`config.mk`:
```
export PLATFORM = sky130hd
export DESIGN_NAME = vga_sync_gen
export DESIGN_NICKNAME = d
export VERILOG_FILES = /design/src/rtl/vga_sync_gen.sv
export SDC_FILE = /design/constraint.sdc
export NUM_CORES = 1
export LEC_CHECK = 0
export ABC_CLOCK_PERIOD_IN_PS = 2400
export BUFFER_PORTS_ARGS = -buffer_cell sky130_fd_sc_hd__clkbuf_2
export CORE_MARGIN = 2
export CORE_UTILIZATION = 30
export DETAILED_ROUTE_END_ITERATION = 8
export GPL_TIMING_DRIVEN = 0
export PLACE_DENSITY = 0.51
export RECOVER_POWER = 50
export SLEW_MARGIN = 25
export SYNTH_ARGS = -nofsm -noshare
export SYNTH_HDL_FRONTEND = slang
export SYNTH_SLANG_ARGS = --single-unit
```
`constraint.sdc`:
```
create_clock -name i_clk -period 2.4 [get_ports i_clk]
set_input_delay 0.36 -clock i_clk [delete_from_list [all_inputs] [get_ports i_clk]]
set_output_delay 0.36 -clock i_clk [all_outputs]
set_load 0.03 [all_outputs]
```
`src/rtl/vga_sync_gen.sv`:
```
// VGA timing generator: free-running h/v counters, sync/blanking decode,
// a configurable delay line matching the pattern-stage latency, and a
// registered output stage that blanks colour outside the visible area.
module vga_sync_gen #(
    parameter int unsigned H_ACTIVE   = 640,
    parameter int unsigned H_FP       = 16,
    parameter int unsigned H_SYNC     = 96,
    parameter int unsigned H_BP       = 48,
    parameter int unsigned V_ACTIVE   = 480,
    parameter int unsigned V_FP       = 10,
    parameter int unsigned V_SYNC     = 2,
    parameter int unsigned V_BP       = 33,
    parameter bit          SYNC_POL   = 1'b0,
    parameter int unsigned PIPE_DELAY = 1
) (
    input  logic       i_clk,
    input  logic       i_reset,
    output logic [9:0] o_px,
    output logic [9:0] o_py,
    output logic       o_frame_start,
    input  logic [2:0] i_red,
    input  logic [2:0] i_green,
    input  logic [2:0] i_blue,
    output logic [2:0] o_vga_red,
    output logic [2:0] o_vga_green,
    output logic [2:0] o_vga_blue,
    output logic       o_hsync,
    output logic       o_vsync
);

    localparam int unsigned CW      = 10;
    localparam int unsigned H_TOTAL = H_ACTIVE + H_FP + H_SYNC + H_BP;
    localparam int unsigned V_TOTAL = V_ACTIVE + V_FP + V_SYNC + V_BP;

    localparam logic [CW-1:0] H_LAST   = CW'(H_TOTAL - 1);
    localparam logic [CW-1:0] V_LAST   = CW'(V_TOTAL - 1);
    localparam logic [CW-1:0] H_ACT    = CW'(H_ACTIVE);
    localparam logic [CW-1:0] V_ACT    = CW'(V_ACTIVE);
    localparam logic [CW-1:0] HS_BEGIN = CW'(H_ACTIVE + H_FP);
    localparam logic [CW-1:0] HS_END   = CW'(H_ACTIVE + H_FP + H_SYNC);
    localparam logic [CW-1:0] VS_BEGIN = CW'(V_ACTIVE + V_FP);
    localparam logic [CW-1:0] VS_END   = CW'(V_ACTIVE + V_FP + V_SYNC);

    logic [CW-1:0] h_q, h_d;
    logic [CW-1:0] v_q, v_d;

    logic active_s0, hsync_s0, vsync_s0;
    logic active_dly, hsync_dly, vsync_dly;

    logic [2:0] vga_red_q, vga_red_d;
    logic [2:0] vga_green_q, vga_green_d;
    logic [2:0] vga_blue_q, vga_blue_d;
    logic       hsync_q, hsync_d;
    logic       vsync_q, vsync_d;

    // Next counter values: h every clock, v only on the h wrap.
    always_comb begin
        h_d = h_q + CW'(1);
        v_d = v_q;
        if (h_q == H_LAST) begin
            h_d = '0;
            if (v_q == V_LAST) begin
                v_d = '0;
            end else begin
                v_d = v_q + CW'(1);
            end
        end
    end

    // Counter registers.
    always_ff @(posedge i_clk) begin
        if (i_reset) begin
            h_q <= '0;
            v_q <= '0;
        end else begin
            h_q <= h_d;
            v_q <= v_d;
        end
    end

    // Stage-0 decode of the visible window and sync intervals (internal active-high).
    always_comb begin
        active_s0 = (h_q < H_ACT) && (v_q < V_ACT);
        hsync_s0  = (h_q >= HS_BEGIN) && (h_q < HS_END);
        vsync_s0  = (v_q >= VS_BEGIN) && (v_q < VS_END);
    end

    if (PIPE_DELAY == 0) begin : g_no_delay
        assign active_dly = active_s0;
        assign hsync_dly  = hsync_s0;
        assign vsync_dly  = vsync_s0;
    end else begin : g_delay
        logic [PIPE_DELAY-1:0] active_sr_q, active_sr_d;
        logic [PIPE_DELAY-1:0] hsync_sr_q, hsync_sr_d;
        logic [PIPE_DELAY-1:0] vsync_sr_q, vsync_sr_d;

        // Shift stage-0 flags in at bit 0; the oldest sample sits at the top bit.
        always_comb begin
            active_sr_d    = active_sr_q;
            hsync_sr_d     = hsync_sr_q;
            vsync_sr_d     = vsync_sr_q;
            active_sr_d[0] = active_s0;
            hsync_sr_d[0]  = hsync_s0;
            vsync_sr_d[0]  = vsync_s0;
            for (int unsigned i = 1; i < PIPE_DELAY; i++) begin
                active_sr_d[i] = active_sr_q[i-1];
                hsync_sr_d[i]  = hsync_sr_q[i-1];
                vsync_sr_d[i]  = vsync_sr_q[i-1];
            end
        end

        // Delay-line registers; reset flushes anything in flight.
        always_ff @(posedge i_clk) begin
            if (i_reset) begin
                active_sr_q <= '0;
                hsync_sr_q  <= '0;
                vsync_sr_q  <= '0;
            end else begin
                active_sr_q <= active_sr_d;
                hsync_sr_q  <= hsync_sr_d;
                vsync_sr_q  <= vsync_sr_d;
            end
        end

        assign active_dly = active_sr_q[PIPE_DELAY-1];
        assign hsync_dly  = hsync_sr_q[PIPE_DELAY-1];
        assign vsync_dly  = vsync_sr_q[PIPE_DELAY-1];
    end

    // Output stage inputs: blank colour outside the window, map sync to the pin polarity.
    always_comb begin
        vga_red_d   = active_dly ? i_red   : 3'b000;
        vga_green_d = active_dly ? i_green : 3'b000;
        vga_blue_d  = active_dly ? i_blue  : 3'b000;
        hsync_d     = hsync_dly ? SYNC_POL : ~SYNC_POL;
        vsync_d     = vsync_dly ? SYNC_POL : ~SYNC_POL;
    end

    // Output registers toward the DAC.
    always_ff @(posedge i_clk) begin
        if (i_reset) begin
            vga_red_q   <= 3'b000;
            vga_green_q <= 3'b000;
            vga_blue_q  <= 3'b000;
            hsync_q     <= ~SYNC_POL;
            vsync_q     <= ~SYNC_POL;
        end else begin
            vga_red_q   <= vga_red_d;
            vga_green_q <= vga_green_d;
            vga_blue_q  <= vga_blue_d;
            hsync_q     <= hsync_d;
            vsync_q     <= vsync_d;
        end
    end

    assign o_px          = h_q;
    assign o_py          = v_q;
    assign o_frame_start = (h_q == '0) && (v_q == '0);
    assign o_vga_red     = vga_red_q;
    assign o_vga_green   = vga_green_q;
    assign o_vga_blue    = vga_blue_q;
    assign o_hsync       = hsync_q;
    assign o_vsync       = vsync_q;

endmodule

```
# Word level (Yosys, flattened, before mapping)
# Index checks and enable logic that the tools add are counted.
[word_totals] ff_bits=34 inputBits=11 output_inout_bits=32 elab_cells=32
[classes] add_sub_neg=2 magnitude_cmp=6 n_eq_ne=2 n_mux=3 bitwise=1 n_reduce_logical=8
[ops] cell="10-bit by 1-bit adder with 10-bit output (second input constant)" n=2
[ops] cell="10-bit == test (second input constant)" n=2
[ops] cell="10-bit zero test" n=2
[ops] cell="10-bit less-than comparator (second input constant)" n=2
[ops] cell="10-bit by 9-bit less-than comparator with 1-bit output (second input constant)" n=2
[ops] cell="10-bit >= comparator (second input constant)" n=1
[ops] cell="10-bit by 9-bit >= comparator with 1-bit output (second input constant)" n=1
[ops] cell="10-bit 2-to-1 mux" n=1
[ops] cell="1-bit logical AND" n=4
[ops] cell="2-bit OR reduction" n=2
[ops] cell="1-bit 2-to-1 mux" n=2
[ops] cell="1-bit inverter" n=1

# Logic depth before layout (Yosys ltp)
[logic_depth] word_depth=2 depth_mapped=7 ltp_nobuf=6

# Worst setup path before layout
# OpenSTA, ideal clock, no wires.
[synth_timing] kind="register -> output" start="register v_q[4], in the netlist o_py[4]" end="output o_frame_start" t_arrival_ns=1.970 t_required_ns=2.040 slack_ns=0.070 stages_incl_launch_ff=4 n_path_buf=0 cell_sequence="dfxtp_1 nor4_1 nand4_1 nor4_1"
[synth_via] elab_chain_cells=2
[synth_lines] item="from (decl)" line_no="45" text="logic [CW-1:0] v_q, v_d;"
[synth_lines] item="from (signal assigned)" line_no="77" text="v_q <= v_d;"
[synth_lines] item="10-bit zero test" line_no="158" text="assign o_frame_start = (h_q == '0) && (v_q == '0);"
[synth_lines] item="1-bit logical AND" line_no="158"
[synth_lines] item="to (decl)" line_no="20" text="output logic o_frame_start,"
# Every way passes these cells.

# Final worst setup path
[layout_timing] start="register h_q[2], in the netlist o_px[2]" end="output o_frame_start"
[layout_via] elab_chain_cells=2
[layout_lines] item="from (decl)" line_no="44" text="logic [CW-1:0] h_q, h_d;"
[layout_lines] item="from (signal assigned)" line_no="73" text="h_q <= '0;"
[layout_lines] item="from (signal assigned)" line_no="76" text="h_q <= h_d;"
[layout_lines] item="10-bit zero test" line_no="158"
[layout_lines] item="1-bit logical AND" line_no="158"
# Every way passes these cells.

==> metrics.cfg <==
[worst_setup_path]
critPathMaxStageDelay_ns = 0.34
critical_path_class = flop to primary output
r2r_slack_ns = 0.32
r2r-end = o_px[7]$_SDFF_PP0_
cp_data_required_time_ns = 2.04
cp.arrival_ns = 1.77
rr_worst_depth = 6
end_kind = primary output
path_cells = clkbuf_1, nor4_1, nand4_1, nor4_1, clkbuf_2
crit_slowest_cell = nor4_1
cp_num_buf_inv = 2
path_common_cell = nor4_1
crit_family = simple AND/OR/NAND/NOR gates
start_kind = flop
crit_fanout = 7
r2r_start = o_px[0]$_SDFF_PP0_

[global_routing]
grt_usage = 0.129
grt_pass1_vias = 1097
grt_max_degree = 13
antenna_found_initial = 0
grt_first_pass_wirelength_um = 5420
grt.overflow.total = 0

[yosys]
synth_top_area_frac = 0.462
yosysSeqAreaShare = 0.462
yosys.cell_types.count = 30
ys_top_cells_by_area = dfxtp_1 46%, xnor2_1 5.3%, nor2_1 5.1%, nor4_1 4.2%, and2_1 3.8%
synth_edf_count = 0
yosys_warnings = 0
ys.flop_type = dfxtp_1
yosysTopAreaCell = dfxtp_1
synth_most_common_cell = dfxtp_1
syn_inst = 160
synthesis.nets = 175
ys_async_sr_fraction = 0
syn_area_sq_um = 1470
ys_top_cells_by_count = 34 x dfxtp_1, 20 x nor2_1, 11 x nand3_1
syn_area_per_cell_sq_um = 9.21
synth_seq_cells = 34

[route]
drtAntennaViolNets = 0
drt-pass1-iter-count = 4
wire_per_inst_um = 12.0
drt-initial-drc-count = 84
via_count = 1257
drc = 0
wirelength_um = 3330
routed_via_density = 4.54

[sta]
tns_ns = 0
timing.final.crit_share = 0.887
hold_slack_ns = 0.261
rsz0062_at_grt = false
relSlewSlack = 0.700
drv_slew = 0
skew_ns = 0.00361
worst_slew_pin_slew_ns = 0.449
min_period_ns = 2.13
setup_viol = 0
hold_viol_final = 0
max_freq_ghz = 0.470

[cts]
cts-root-buf = clkbuf_8
clock-sinks = 34
ctsHoldBuffers = 0
cts.path.max_buffers = 2
clk_pin_slew_ns = 0.08
clock_latency_ns = 0.29
cts_tree = yes
cts_inserted_buffers = 5
cts_max_level = 2

[worst_hold_path]
hp-class = primary input to flop
min_path_cells = 2
min_to = o_vga_blue[2]$_SDFF_PP0_
worstHoldStart = i_blue[2]

[power_and_ir_drop]
p_sw_frac = 0.243
ir_worst_vdd_v = 0.000257
combPwrFrac = 0.065
switchingPower_mw = 0.293
intPower_mw = 0.909
clkPwrFrac = 0.452
power_density_nw_per_um2 = 644
seqPwrFrac = 0.483
p_leak_nw = 0.730

[place]
gp_congestion = 0.767
dp_hpwl_um = 2370
dpl.cell_count = 269
portBuffers = 42

[die]
io_pins = 43
die_w_um = 74.1
die_y_um = 74.1
rows = 25
start_util = 0.312
core_area_sq_um = 4720
die_area_sq_um = 5490

[job]
maxCapViolations = 0

[cells_and_area]
n_fill_cell = 509
multi_input_area_sq_um = 732
fin_cells = 277
layout-drive-gt1-share = 0.186
final_nets = 224
regArea_sq_um = 681
diodes = 0
syn_to_final_growth_pct = 26.6

[run_status]
outcome = completed

==> cells by family (layout without fill, tap and decap cells) <==
kind of cell / after synthesis / after routing / synth area share
AND/OR/NAND/NOR: 85 / 85 / 0.331
flip-flops: 34 / 34 / 0.462
XOR/XNOR: 14 / 14 / 0.0832
buffers and inverters: 14 / 64 / 0.0458
AO/OA/AOI/OAI: 7 / 7 / 0.0306
adder cells (fa/ha/maj): 4 / 4 / 0.0340
multiplexers: 2 / 2 / 0.0136
==> power by group through the flow <==
| stage | Sequential [mW] | Combinational [mW] | Clock, mW |
|---|---|---|---|
| 2_1_floorplan | 0.615 | 0.0330 | 0 |
| 3_3_place_gp | 0.595 | 0.0824 | 0 |
| 3_5_place_dp | 0.595 | 0.0819 | 0 |
| 4_1_cts | 0.581 | 0.0822 | 0.554 |
| 5_1_grt | 0.583 | 0.0875 | 0.577 |
| 6_report | 0.581 | 0.0782 | 0.543 |
==> how the worst max path moves through the flow <==
stage / slack (ns) / depth (start not counted) / startpoint / to
final: 0.27 / 5 / o_px[2]$_SDFF_PP0_ / o_frame_start
after global routing: 0.03 / 5 / o_px[2]$_SDFF_PP0_ / o_frame_start
after CTS: 0.15 / 4 / o_py[4]$_SDFFE_PP0N_ / o_frame_start
after detailed placement: 0.31 / 6 / o_px[0]$_SDFF_PP0_ / o_px[7]$_SDFF_PP0_
after global placement: 0.30 / 6 / o_px[0]$_SDFF_PP0_ / o_px[5]$_SDFF_PP0_
after floorplan: 0.07 / 3 / o_py[4]$_SDFFE_PP0N_ / o_frame_start
==> cell usage in the layout (no fill, tap or decap), types with 2 or more instances in the layout <==
| master | netlist | final |
|---|---|---|
| dfxtp_1 | 34 | 34 |
| clkbuf_1 | 6 | 24 |
| clkbuf_2 | 0 | 24 |
| nor2_1 | 20 | 20 |
| nand3_1 | 11 | 11 |
| nor4_1 | 10 | 9 |
| xnor2_1 | 9 | 9 |
| inv_1 | 6 | 6 |
| nand2b_1 | 5 | 5 |
| and3_1 | 5 | 5 |
| nor3_1 | 5 | 5 |
| nand2_1 | 5 | 5 |
| xor2_1 | 5 | 5 |
| and2_1 | 9 | 5 |
| clkbuf_8 | 0 | 5 |
| nand4_1 | 4 | 4 |
| a21oi_1 | 4 | 4 |
| and2_0 | 0 | 4 |
| ha_1 | 4 | 4 |
| buf_6 | 2 | 2 |
| nor2b_1 | 2 | 2 |
| mux2i_1 | 2 | 2 |
| nand4b_1 | 2 | 2 |
| clkinvlp_4 | 0 | 2 |
==> area by class of cell <==
cell class,count,area share
plain buffers,8,0.0241
clock buffers,5,0.0369
clock inverters,3,0.0241
inverters,6,0.0121
multi-input cells,112,0.392
flip-flops and latches,34,0.365
well taps,67,0.0449
repair buffers,42,0.101
==> sequential cells by signal, summed over array words and instances (netlist names) <==
register	count
g_delay.vsync_sr_q	1
o_hsync	1
o_px	10
active_dly	1
o_py	10
o_vga_red	3
o_vga_blue	3
g_delay.hsync_sr_q	1
o_vga_green	3
o_vsync	1
==> stage by stage <==
stage | util | instance area, sq um | worst slack (ns) | power (mW)
3_5_place_dp | 0.374 | 1770 | 0.314 | 0.676
4_1_cts | 0.398 | 1880 | 0.147 | 1.22
2_1_floorplan | - | 1470 | 0.0704 | 0.648
5_1_grt | 0.395 | 1870 | 0.0347 | 1.25
3_3_place_gp | 0.374 | 1770 | 0.301 | 0.677
6_report | 0.395 | 1870 | 0.271 | 1.20
==> worst register-to-register path, stage by stage (launching register included) <==
cell      delay, ns
dfxtp_1        0.41
ha_1           0.25
nand4_1        0.37
nor3_2         0.40
or2_2          0.17
clkbuf_1       0.27
nor2_1         0.09
==> layer usage <==
layer,GRT usage,part of all wire,vias up,routed length (um)
li1,-,-,645,-
met1,0.186,0.50,572,1660
met2,0.175,0.42,35,1390
met3,0.0501,0.070,5,233
met4,0.0424,0.014,0,46
met5,0,0,-,0
==> what timing repair did <==
action,4_1_cts,5_1_grt
resized for setup,0,1
setup endpoints to repair,0,1
setup buffers,0,0
endpoints found under the hold margin,0,0
Power figures use the tool's default switching activity.
